<file path="src/rtl/uart_rx_fifo.sv">
// uart_rx_fifo: 8N1 UART receiver feeding a show-ahead receive FIFO.
//
// Ports:
//   HCLK        in   system clock, all logic on its rising edge
//   HRESET      in   synchronous active-high reset
//   rx          in   asynchronous serial line, idles high
//   rd_en       in   pop the head byte (ignored while empty)
//   clr_err     in   clear frame_err and overflow (a same-cycle set wins)
//   rd_data     out  FIFO head byte, 0 while empty
//   empty       out  FIFO holds no bytes
//   full        out  FIFO holds 2**FIFO_AW bytes
//   count       out  exact FIFO occupancy
//   rx_done     out  one-cycle pulse after a good byte is pushed
//   frame_err   out  sticky, a stop bit sampled 0
//   overflow    out  sticky, a good byte was dropped on a full FIFO
//   dbg_state_o out  receiver FSM state (IDLE=0, START=1, DATA=2, STOP=3)
//
// FIFO handshake: rd_data is valid whenever empty=0; a pop happens on the
// rising edge where rd_en=1 and empty=0, otherwise rd_en has no effect.
module uart_rx_fifo #(
  parameter int CLK_DIV = 16,
  parameter int FIFO_AW = 4
) (
  input  logic               HCLK,
  input  logic               HRESET,
  input  logic               rx,
  input  logic               rd_en,
  input  logic               clr_err,
  output logic [7:0]         rd_data,
  output logic               empty,
  output logic               full,
  output logic [FIFO_AW:0]   count,
  output logic               rx_done,
  output logic               frame_err,
  output logic               overflow,
  output logic [1:0]         dbg_state_o
);

  localparam int BCW = $clog2(CLK_DIV);
  localparam logic [BCW-1:0] BC_HALF = BCW'(CLK_DIV / 2 - 1);
  localparam logic [BCW-1:0] BC_FULL = BCW'(CLK_DIV - 1);
  localparam logic [FIFO_AW:0] DEPTH = {1'b1, {FIFO_AW{1'b0}}};

  typedef enum logic [1:0] {IDLE, START, DATA, STOP} state_e;

  state_e           state_q, state_d;
  logic [BCW-1:0]   bc_q, bc_d;
  logic [2:0]       bi_q, bi_d;
  logic [7:0]       shreg_q, shreg_d;
  logic             sync1_q, rx_s_q, rx_prev_q;
  logic             start_edge, good_stop, bad_stop;
  logic             do_push, do_pop, ovf_set;
  logic             rx_done_q, frame_err_q, overflow_q;
  logic [FIFO_AW-1:0] wptr_q, rptr_q;
  logic [FIFO_AW:0]   count_q;
  logic [7:0]       mem [2**FIFO_AW];

  // The edge flop resets to 0, so a line held low through reset must be
  // seen high before any start edge can be recognised.
  assign start_edge = rx_prev_q & ~rx_s_q;

  always_ff @(posedge HCLK) begin
    if (HRESET) begin
      sync1_q   <= 1'b0;
      rx_s_q    <= 1'b0;
      rx_prev_q <= 1'b0;
    end else begin
      sync1_q   <= rx;
      rx_s_q    <= sync1_q;
      rx_prev_q <= rx_s_q;
    end
  end

  always_ff @(posedge HCLK) begin
    if (HRESET) begin
      state_q <= IDLE;
      bc_q    <= '0;
      bi_q    <= '0;
      shreg_q <= '0;
    end else begin
      state_q <= state_d;
      bc_q    <= bc_d;
      bi_q    <= bi_d;
      shreg_q <= shreg_d;
    end
  end

  always_comb begin
    state_d   = state_q;
    bc_d      = bc_q + BCW'(1);
    bi_d      = bi_q;
    shreg_d   = shreg_q;
    good_stop = 1'b0;
    bad_stop  = 1'b0;
    case (state_q)
      IDLE: begin
        bc_d = '0;
        if (start_edge) state_d = START;
      end
      START: begin
        // Mid-start sample: a line already back high was only a glitch.
        if (bc_q == BC_HALF) begin
          bc_d = '0;
          if (rx_s_q) begin
            state_d = IDLE;
          end else begin
            state_d = DATA;
            bi_d    = '0;
          end
        end
      end
      DATA: begin
        if (bc_q == BC_FULL) begin
          bc_d          = '0;
          shreg_d[bi_q] = rx_s_q;
          if (bi_q == 3'd7) state_d = STOP;
          else              bi_d = bi_q + 3'd1;
        end
      end
      STOP: begin
        // Leave at mid-stop so a back-to-back start edge is not missed.
        if (bc_q == BC_FULL) begin
          bc_d      = '0;
          state_d   = IDLE;
          good_stop = rx_s_q;
          bad_stop  = ~rx_s_q;
        end
      end
      default: state_d = IDLE;
    endcase
  end

  // A pop in the same cycle frees the slot, so a full FIFO still accepts.
  assign do_pop  = rd_en & ~empty;
  assign do_push = good_stop & (~full | do_pop);
  assign ovf_set = good_stop & full & ~do_pop;

  always_ff @(posedge HCLK) begin
    if (do_push && !HRESET) mem[wptr_q] <= shreg_q;
  end

  always_ff @(posedge HCLK) begin
    if (HRESET) begin
      wptr_q      <= '0;
      rptr_q      <= '0;
      count_q     <= '0;
      rx_done_q   <= 1'b0;
      frame_err_q <= 1'b0;
      overflow_q  <= 1'b0;
    end else begin
      if (do_push) wptr_q <= wptr_q + FIFO_AW'(1);
      if (do_pop)  rptr_q <= rptr_q + FIFO_AW'(1);
      case ({do_push, do_pop})
        2'b10:   count_q <= count_q + (FIFO_AW+1)'(1);
        2'b01:   count_q <= count_q - (FIFO_AW+1)'(1);
        default: count_q <= count_q;
      endcase
      rx_done_q <= do_push;
      if (bad_stop)     frame_err_q <= 1'b1;
      else if (clr_err) frame_err_q <= 1'b0;
      if (ovf_set)      overflow_q  <= 1'b1;
      else if (clr_err) overflow_q  <= 1'b0;
    end
  end

  assign empty       = (count_q == '0);
  assign full        = (count_q == DEPTH);
  assign count       = count_q;
  assign rd_data     = empty ? 8'h00 : mem[rptr_q];
  assign rx_done     = rx_done_q;
  assign frame_err   = frame_err_q;
  assign overflow    = overflow_q;
  assign dbg_state_o = state_q;

endmodule

</file>
<file path="config.mk">
export PLATFORM = sky130hd
export DESIGN_NAME = uart_rx_fifo
export DESIGN_NICKNAME = d
export VERILOG_FILES = /design/src/rtl/uart_rx_fifo.sv
export SDC_FILE = /design/constraint.sdc
export NUM_CORES = 1
export LEC_CHECK = 0
export CAP_MARGIN = 25
export CELL_PAD_IN_SITES_DETAIL_PLACEMENT = 1
export CELL_PAD_IN_SITES_GLOBAL_PLACEMENT = 1
export CORE_ASPECT_RATIO = 1.25
export CORE_MARGIN = 5
export CORE_UTILIZATION = 35
export CTS_CLUSTER_DIAMETER = 30
export DETAILED_ROUTE_END_ITERATION = 7
export PLACE_DENSITY_LB_ADDON = 0.1
export SLEW_MARGIN = 20
export SYNTH_ARGS = -nofsm -noshare
export SYNTH_HDL_FRONTEND = slang
export SYNTH_SLANG_ARGS = --single-unit
</file>
<file path="constraint.sdc">
create_clock -name HCLK -period 3.3 [get_ports HCLK]
set_input_delay 0.33 -clock HCLK [delete_from_list [all_inputs] [get_ports HCLK]]
set_output_delay 0.33 -clock HCLK [all_outputs]
set_load 0.005 [all_outputs]
</file>
==> qor.yml <==
outcome: "finished, final reports clean"
fillers: 1929
cp.buffers_inverters: 2
drt_iter0_markers: 190
dr_total_vias: 3748
hpwl_mm: 9.97
slew_violations: 0
wl_mm: 15.0
crit_family: "multiplexers"
grt_max_degree: 35
setup_violations: 0
synth_area_leaders: "edfxtp_1 (56%), dfxtp_1 (12%), mux4_2 (11%)"
drive_above_1_share_pct: 19.6
n_antenna_cell: 0
fin_cells: 759
cpPeakStageDelay_ns: 0.63
cts_setup_buffers: 0
hold_class: "reg -> reg"
clock_sinks: 168
required_ns: 2.97
synth_warnings: 0
antenna_found_initial: 0
cap_violations: 0
io_buffers: 24
rsz0062_at_grt: "false"
post-route-util_pct: 42.0
dp.cells: 727
die_w_um: 135
numCtsBuffers: 17
cts_tree: "done"
row_count: 57
synth_area_um2: 6840
synth_seq_cells: 168
cts-resized-gates: 0
finalCriticalPeriod_ns: 3.11
synth_async_sr_flop_share_pct: 0
clk_latency_ns: 0.42
pin_count: 25
grt_use_total_pct: 14.4
dp_slack_ns: 0.318
arrival_ns: 2.78
synth_edf_count: 128
grt_pass1_wl_mm: 24.4
endpoint_kind: "output port"
grt_pass1_vias: 4256
synth.top_cell.area_share_pct: 56.2
gr-total-overflow: 0
critical_path_class: "reg -> out"
wl_per_cell_um: 19.8
synth_cells: 434
drt_pass1_iterations: 4
routed_via_density: 4.94
cts-root-buf: "clkbuf_16"
hold_viol_final: 0
drc: 0
clock_path_buffers: 2
ir_drop_uv: 370
fin_tns_setup_ns: 0
worst_pin_slew_ns: 0.643
die_h_um: 166
cp_max_fo: 12
die_area_um2: 22500
leakagePower_nw: 2.66
synth_area_per_cell_um2: 15.8
fmax_mhz: 321
gp_congestion: 0.806
area_delta_synth_final_pct: 18.8
ctsHoldBuffers: 0
synth_flop_cell: "edfxtp_1"
cellPowerDensity_nw_per_um2: 697
r2r_slack_ns: 0.35
seq_area_frac_synth_pct: 67.9
cp-start-kind: "flop"
start_util_pct: 35.4
yosysTopAreaCell: "edfxtp_1"
ys_types: 44
slowest_stage: "dfxtp_2"
crit_path_cell_trace: "buf_4, mux4_2, mux2i_1, o22ai_1, clkdlybuf4s50_1"
fp.coreArea_um2: 19300
maxSlewHeadroom_pct: 57.1
finalWorstSetupSlack_ns: 0.186
clk_pin_slew_ns: 0.06
synth_nets: 448
period_share_pct: 94.4
htreeDepth: 4
nets: 495
fin_skew_ns: 0.00837
antenna_left: 0
## where the power goes
group	internal (mW)	switching (mW)	total (mW)	leakage, nW
clock	1.19	0.819	2.01	0.293
sequential	2.29	0.112	2.40	1.51
combinational	0.698	0.551	1.25	0.858
total	4.18	1.48	5.67	2.66
## registers in the layout, indices dropped and copies added (netlist names), named ones only
signal and count:
rx_prev_q 1, dbg_state_o 1, bc_q 4, rptr_q 4, shreg_q 8, count 5
mem 128, sync1_q 1, wptr_q 4, rx_done 1, frame_err 1, bi_q 3
rx_s_q 1, overflow 1
## placed cells by master (no fill, tap or decap), drive strengths merged, types with 2 or more instances in the layout
cell / Yosys / final
ha: 9 / 9
xor2: 4 / 4
nor3: 7 / 7
xnor2: 3 / 3
or3: 4 / 4
clkdlybuf4s50: 0 / 24
nor2: 47 / 47
and3: 3 / 3
inv: 7 / 10
o22ai: 8 / 8
nand3: 11 / 11
nor4: 6 / 6
clkinv: 0 / 8
and2: 4 / 4
a22oi: 4 / 4
a21oi: 6 / 6
clkbuf: 16 / 17
nor2b: 8 / 8
mux2i: 27 / 27
dfxtp: 40 / 40
mux2: 3 / 3
o21ai: 9 / 9
edfxtp: 128 / 128
o21a: 2 / 2
buf: 7 / 27
mux4: 32 / 32
nor3b: 4 / 4
nand2: 9 / 9
nand2b: 9 / 9
nand3b: 7 / 7
bufinv: 0 / 3
## metrics by stage
step                      hold WS [ns]  cell area [um^2]  total power, mW
final                            0.440              8130             5.67
after global routing             0.452              8130             5.97
after CTS                        0.439              8130             5.77
after detailed placement         0.424              7520             3.74
after global placement           0.421              7520             3.72
after floorplan                  0.414              6840             3.20
## cell type report
class,instances,area [um^2],area share (%)
Sequential cell,168,4650,57.2
Clock buffer,17,425,5.24
Inverter,7,26.3,0.323
Timing Repair Buffer,51,443,5.45
Tap cell,265,332,4.08
Clock inverter,15,176,2.17
Multi-Input combinational cell,236,2080,25.6
## synthesized netlist by cell type (2+ instances only)
cell	count
nand2_1	9
o21a_1	2
and3_1	3
nor4_1	6
and2_1	4
mux4_2	32
or3_1	4
nor2_1	46
o22ai_1	8
ha_1	9
nor2b_1	8
dfxtp_1	40
buf_2	6
nor3_1	7
inv_1	7
xor2_1	4
nand2b_1	9
a21oi_1	5
edfxtp_1	128
a22oi_1	4
mux2_2	2
nor3b_1	3
xnor2_1	3
mux2i_1	27
clkbuf_1	16
nand3_1	11
o21ai_0	8
nand3b_1	7
## worst reg2reg max path, delay by kind of cell (launching register included)
family          cells  cell delay [ns]
xor+xnor            1             0.16
simple gates        4             1.50
compound gates      3             0.56
flops               1             0.39
fa+ha+maj           1             0.24
## kinds of logic (layout without fill, tap and decap cells)
logic type	Yosys count	count (layout)	share of synthesized area (%)
and+or+nand+nor	122	122	9.22
xor gates and xnor gates	7	7	0.896
DFF	168	168	67.9
adders and majority gates	9	9	1.65
AOI/OAI and AO/OA	36	36	3.62
muxes	62	62	15.0
buffers and inverters	30	90	1.76
## routing by layer
metal / wire length (um) / track usage (%) / up-vias
met2: 8150 / 25.8 / 41
met3: 326 / 3.52 / 13
met4: 160 / 3.68 / 0
li1: - / - / 1765
met5: 0 / 0 / -
met1: 6400 / 17.4 / 1929
## path summary, 6_finish.rpt
kind,from,endpoint,cells after the start
max,flop,rd_data[0],5
min,sync1_q,rx_s_q,1
max reg2reg,count[0],count[4],9
min reg2reg,sync1_q,rx_s_q,1
Power figures use the tool's default switching activity.
